<file path="config.mk">
export PLATFORM = sky130hd
export DESIGN_NAME = mac_ingress_arbiter
export DESIGN_NICKNAME = d
export VERILOG_FILES = /design/src/rtl/mac_sw_pkg.sv /design/src/rtl/mac_ingress_arbiter_rr_arb4.sv /design/src/rtl/mac_ingress_arbiter.sv
export SDC_FILE = /design/constraint.sdc
export NUM_CORES = 1
export LEC_CHECK = 0
export ABC_AREA = 1
export CAP_MARGIN = 20
export CORE_AREA = 3 3 248 250
export DETAILED_ROUTE_END_ITERATION = 8
export DIE_AREA = 0 0 251 253
export PLACE_DENSITY_LB_ADDON = 0.05
export SYNTH_ARGS = -nofsm -noshare
export SYNTH_HDL_FRONTEND = slang
export SYNTH_SLANG_ARGS = --single-unit
</file>
<file path="constraint.sdc">
create_clock -name clk -period 2.5 [get_ports clk]
set_clock_uncertainty 0.2 [all_clocks]
set_input_delay 0.375 -clock clk [delete_from_list [all_inputs] [get_ports clk]]
set_output_delay 0.375 -clock clk [all_outputs]
set_load 0.01 [all_outputs]
</file>
<file path="src/rtl/mac_sw_pkg.sv">
// Shared definitions for the MAC switch ingress path: header geometry, port count
// and the arbiter FSM encoding (also decoded by the switch core).
package mac_sw_pkg;

  localparam int NPORTS        = 4;
  localparam int PORT_W        = 2;
  localparam int HDR_W         = 113;
  localparam int SHDR_W        = 115;
  localparam int HDR_VALID_BIT = 112;
  localparam int HDR_DST_LSB   = 64;
  localparam int HDR_SRC_LSB   = 16;
  localparam int HDR_TYPE_LSB  = 0;
  localparam int HDR_FIELDS_W  = 112;

  typedef enum logic [2:0] {
    ST_IDLE    = 3'd0,
    ST_PAYLOAD = 3'd1,
    ST_DRAIN   = 3'd2,
    ST_HEADER  = 3'd3
  } arb_state_e;

  // A truncated frame keeps its address fields but is always marked invalid.
  function automatic logic [SHDR_W-1:0] tag_header(input logic [HDR_W-1:0]  hdr,
                                                   input logic [PORT_W-1:0] port,
                                                   input logic              trunc);
    return {hdr[HDR_VALID_BIT] & ~trunc, port, hdr[HDR_FIELDS_W-1:0]};
  endfunction

endpackage

</file>
<file path="src/rtl/mac_ingress_arbiter_rr_arb4.sv">
// Four-way round-robin picker: first requesting port after the pointer, cyclic.
// Purely combinational; the caller owns the pointer register.
module rr_arb4
  import mac_sw_pkg::*;
(
  input  logic [NPORTS-1:0] req_i,
  input  logic [PORT_W-1:0] ptr_i,
  output logic [NPORTS-1:0] gnt_o,
  output logic [PORT_W-1:0] idx_o
);

  logic              found;
  logic [PORT_W-1:0] cand;

  always_comb begin
    gnt_o = '0;
    idx_o = '0;
    found = 1'b0;
    cand  = '0;
    // The offset wraps modulo 4, so the pointer port itself is tried last.
    for (int i = 1; i <= NPORTS; i++) begin
      cand = ptr_i + PORT_W'(i);
      if (!found && req_i[cand]) begin
        found       = 1'b1;
        gnt_o[cand] = 1'b1;
        idx_o       = cand;
      end
    end
  end

endmodule

</file>
<file path="src/rtl/mac_ingress_arbiter.sv">
// Moves whole frames from four RX FIFO pairs into the shared header/payload FIFOs,
// payload first and header last, one frame at a time in round-robin order.
module mac_ingress_arbiter
  import mac_sw_pkg::*;
#(
  parameter int MAX_PAYLOAD = 1500,
  parameter int CNT_W       = 11
) (
  input  logic                    clk,
  input  logic                    rst_n,
  input  logic [NPORTS*HDR_W-1:0] p_h_dout,
  input  logic [NPORTS-1:0]       p_h_empty,
  output logic [NPORTS-1:0]       p_h_rden,
  input  logic [NPORTS*8-1:0]     p_b_dout,
  input  logic [NPORTS-1:0]       p_b_del,
  input  logic [NPORTS-1:0]       p_b_empty,
  output logic [NPORTS-1:0]       p_b_rden,
  output logic [SHDR_W-1:0]       sh_h_din,
  output logic                    sh_h_wren,
  input  logic                    sh_h_afull,
  output logic [7:0]              sh_b_din,
  output logic                    sh_b_del,
  output logic                    sh_b_wren,
  input  logic                    sh_b_afull,
  output logic                    busy
);

  arb_state_e        state_q, state_d;
  logic [PORT_W-1:0] rr_q, rr_d;
  logic [PORT_W-1:0] g_q, g_d;
  logic [NPORTS-1:0] gsel_q, gsel_d;
  logic [CNT_W-1:0]  cnt_q, cnt_d;
  logic              trunc_q, trunc_d;
  logic              bw_q, bw_d;
  logic              bdel_q, bdel_d;
  logic [7:0]        bdin_q, bdin_d;
  logic              hw_q, hw_d;
  logic [SHDR_W-1:0] hdin_q, hdin_d;

  logic [NPORTS-1:0] arb_gnt;
  logic [PORT_W-1:0] arb_idx;
  logic              cnt_at_max;

  logic [HDR_W-1:0]  hdr_a  [NPORTS];
  logic [7:0]        byte_a [NPORTS];

  for (genvar n = 0; n < NPORTS; n++) begin : g_split
    assign hdr_a[n]  = p_h_dout[n*HDR_W +: HDR_W];
    assign byte_a[n] = p_b_dout[n*8 +: 8];
  end

  rr_arb4 u_rr (
    .req_i (~p_h_empty),
    .ptr_i (rr_q),
    .gnt_o (arb_gnt),
    .idx_o (arb_idx)
  );

  // True when the byte about to move is the MAX_PAYLOAD-th of the frame.
  assign cnt_at_max = (cnt_q == CNT_W'(MAX_PAYLOAD - 1));

  always_comb begin
    state_d  = state_q;
    rr_d     = rr_q;
    g_d      = g_q;
    gsel_d   = gsel_q;
    cnt_d    = cnt_q;
    trunc_d  = trunc_q;
    bw_d     = 1'b0;
    bdel_d   = 1'b0;
    bdin_d   = bdin_q;
    hw_d     = 1'b0;
    hdin_d   = hdin_q;
    p_b_rden = '0;
    p_h_rden = '0;
    case (state_q)
      ST_IDLE: begin
        if (|(~p_h_empty)) begin
          g_d     = arb_idx;
          gsel_d  = arb_gnt;
          rr_d    = arb_idx;
          cnt_d   = '0;
          trunc_d = 1'b0;
          state_d = ST_PAYLOAD;
        end
      end
      ST_PAYLOAD: begin
        if (!p_b_empty[g_q] && !sh_b_afull) begin
          p_b_rden = gsel_q;
          bw_d     = 1'b1;
          bdin_d   = byte_a[g_q];
          cnt_d    = cnt_q + CNT_W'(1);
          if (p_b_del[g_q]) begin
            bdel_d  = 1'b1;
            state_d = ST_HEADER;
          end else if (cnt_at_max) begin
            bdel_d  = 1'b1;
            trunc_d = 1'b1;
            state_d = ST_DRAIN;
          end
        end
      end
      ST_DRAIN: begin
        if (!p_b_empty[g_q]) begin
          p_b_rden = gsel_q;
          if (p_b_del[g_q]) state_d = ST_HEADER;
        end
      end
      ST_HEADER: begin
        if (!sh_h_afull) begin
          p_h_rden = gsel_q;
          hw_d     = 1'b1;
          hdin_d   = tag_header(hdr_a[g_q], g_q, trunc_q);
          state_d  = ST_IDLE;
        end
      end
      default: state_d = ST_IDLE;
    endcase
  end

  always_ff @(posedge clk) begin
    if (!rst_n) begin
      state_q <= ST_IDLE;
      rr_q    <= PORT_W'(NPORTS - 1);
      g_q     <= '0;
      gsel_q  <= '0;
      cnt_q   <= '0;
      trunc_q <= 1'b0;
      bw_q    <= 1'b0;
      bdel_q  <= 1'b0;
      bdin_q  <= '0;
      hw_q    <= 1'b0;
      hdin_q  <= '0;
    end else begin
      state_q <= state_d;
      rr_q    <= rr_d;
      g_q     <= g_d;
      gsel_q  <= gsel_d;
      cnt_q   <= cnt_d;
      trunc_q <= trunc_d;
      bw_q    <= bw_d;
      bdel_q  <= bdel_d;
      bdin_q  <= bdin_d;
      hw_q    <= hw_d;
      hdin_q  <= hdin_d;
    end
  end

  assign sh_b_wren = bw_q;
  assign sh_b_del  = bdel_q;
  assign sh_b_din  = bdin_q;
  assign sh_h_wren = hw_q;
  assign sh_h_din  = hdin_q;
  assign busy      = (state_q == ST_PAYLOAD) || (state_q == ST_DRAIN) ||
                     (state_q == ST_HEADER);

endmodule

</file>
==> run metrics <==
Final Cycle Share 0.952; via/cell ratio 4.35; Tightest Pin Transition 0.855 ns; synthesized cell area 9590 um^2; Final Cell Area 17300 um^2; RSZ-0062 raised after global routing no; DRC viols 0; CP max-delay cell clkdlybuf4s50_1; Max Clk Rate 420 MHz; Hold Path Class input pin to flip-flop; LEAKAGE 0.00694 uW; Hold WS 0.207 ns; Syn Nets 2099; Synth async-reset ratio 0; standard-cell row count 89; Synth Flop Type dfxtp_1; synth-to-layout area growth 80.5%; arrival time worst endpoint 1.80 ns; root buffer cell clkbuf_16; Initial Util 0.162; overall routing resource usage 0.179; global route overflow 0; WL/cell 20.5 um; Fin. Hold Viols 0; status complete, no violations; Peak VDD IR 556 uV; CTS sink cnt 148; initial antenna violation count 11; Placed Instance Area 16700 um^2; filler cell count in the final layout 6548; pre-CTS WS -0.255 ns; Die ar. 63500 um^2; PwrDens 723 nW/um^2; Synth area leader dfxtp_1; Synth top area share 0.309; clock period minus worst slack 2.38 ns; Skew-Pair Late Insertion Delay 0.44 ns; Die Wd 251 um; share of cells above drive strength 1 0.0508; final std cells w/o fill 2943; EDFF count, synth 0; most frequent cell after synthesis nor2_1; Crit path required time 1.92 ns; Num CTS Buffers 17; largest net degree at the start of global routing 140; peak fanout along the critical path 5; half-perimeter wire length after placement 45300 um; max_cap viols 0; Finish-stage setup viols 0; DP Cell Count 2905; Syn Inst Count 1589; delay-heaviest family, CP buffers and inverters; Register Area 2970 um^2; H-tree depth 4; CTS clk-pin slew, worst paths 0.06 ns; DR iter-0 viols 561; total I/O pin count 635; final worst setup slack 0.120 ns; Total Routed Length 60200 um; Synth area leaders dfxtp_1 (31%), nor2_1 (20%), o21ai_0 (18%), o22ai_1 (7.4%), inv_1 (4.2%); Port Buffers 634; CTS Buffer Depth 2; crit-path most repeated cell inv_1; post-synthesis cell type count 33; drt first pass iters 5; final net count 2663; Buf/Inv on CP 3; GPL Wtd Cong 0.824; Multi-input gate area 5650 um^2; fin. max-slew vios 0; Critical Path Source Type flip-flop; CP Class flip-flop to output port; total number of vias 12800; first-pass GRT wire length 85000 um; setup tns final 0 ns; CTS tree built; sequential cell area fraction in the yosys report 0.309; Die H 253 um; count of warnings emitted by yosys 0; synth cell count leaders nor2_1 (512), o21ai_0 (349), dfxtp_1 (148); Core ar. 59200 um^2; vias in the first global route 12800; mean area per synthesized cell 6.04 um^2; worst stage delay on the critical path 0.57 ns; Slew HR 0.424; FF+latch count, synth 148; Critical Path End Type output port; critical-path cell list inv_1 > ha_1 > inv_1 > clkdlybuf4s50_1; Post-DRT Antenna Nets 0
==> through the flow <==
stage / util / total power [uW]
after global placement: 0.282 / 10100
after CTS: 0.291 / 12800
after detailed placement: 0.282 / 10100
final: 0.292 / 12500
after global routing: 0.292 / 13600
after floorplan: - / 6870
==> cell families after synthesis <==
group / Yosys count / share of synthesized area
compound gates: 535 / 0.300
simple gates: 652 / 0.269
flops: 148 / 0.309
xor+xnor: 4 / 0.00365
buf+inv: 240 / 0.106
fa+ha+maj: 10 / 0.0130
==> what timing repair did <==
action	4_1_cts	5_1_grt
buffers inserted	1	0
resized for setup	25	5
pin swaps	0	1
hold buffers	0	0
setup endpoints to repair	9	6
gates cloned	0	1
==> state kept, by name, summed over array words and instances, names as in the netlist <==
name,cells
g_q,2
trunc_q,1
rr_q,2
sh_b_din,8
state_q,2
sh_h_din,115
gsel_q,4
sh_b_del,1
cnt_q,11
sh_h_wren,1
sh_b_wren,1
==> layout make-up <==
cell class / count / area share
inverter: 115 / 0.0259
clock buffer: 27 / 0.0285
sequential: 148 / 0.172
timing repair buffer: 670 / 0.388
clock inverter: 4 / 0.00275
tap: 773 / 0.0559
antenna: 5 / 0.000723
multi-input combinational: 1201 / 0.326
==> layout by cell type (no fill, tap or decap), drive strengths merged <==
| cell type | instances |
|---|---|
| nor3 | 8 |
| o21bai | 1 |
| dlygate4sd2 | 4 |
| clkbuf | 28 |
| inv | 114 |
| dfxtp | 148 |
| nand4 | 6 |
| buf | 40 |
| clkinvlp | 1 |
| bufinv | 1 |
| diode | 5 |
| a31oi | 8 |
| xor2 | 3 |
| clkinv | 3 |
| clkdlybuf4s50 | 625 |
| a211oi | 5 |
| xnor2 | 1 |
| nor2 | 514 |
| nand2 | 103 |
| o21ai | 376 |
| o22ai | 113 |
| nand3 | 21 |
| ha | 10 |
| o211ai | 1 |
| a21oi | 31 |
==> worst paths after layout <==
path | from | endpoint | slack (ns) | depth (start not counted)
hold reg to reg | cnt_q[1] | cnt_q[1] | 0.30 | 2
setup reg to reg | g_q[0] | sh_h_din[42] | 0.13 | 7
setup / recovery | state_q[0] | busy | 0.12 | 4
hold / removal | rst_n | sh_h_din[32] | 0.21 | 3
==> metal layers <==
layer,up-vias,track usage,part of all wire
li1,6405,-,-
met1,5972,0.202,0.40
met2,368,0.328,0.51
met3,36,0.0641,0.075
met4,8,0.0345,0.012
met5,-,0,0.0010
==> worst reg2reg max path: cells and delay by family (launching register included) <==
family | cells | cell delay, ns
buffers and inverters | 3 | 0.74
AO/OA/AOI/OAI | 2 | 0.84
AND/OR/NAND/NOR | 2 | 0.14
flip-flops | 1 | 0.39
==> where the power goes <==
part / switching (uW) / total, uW / internal, uW
clock: 1030 / 2470 / 1440
sequential: 195 / 2870 / 2680
combinational: 4390 / 7170 / 2790
total: 5620 / 12500 / 6900
Power figures use the tool's default switching activity.
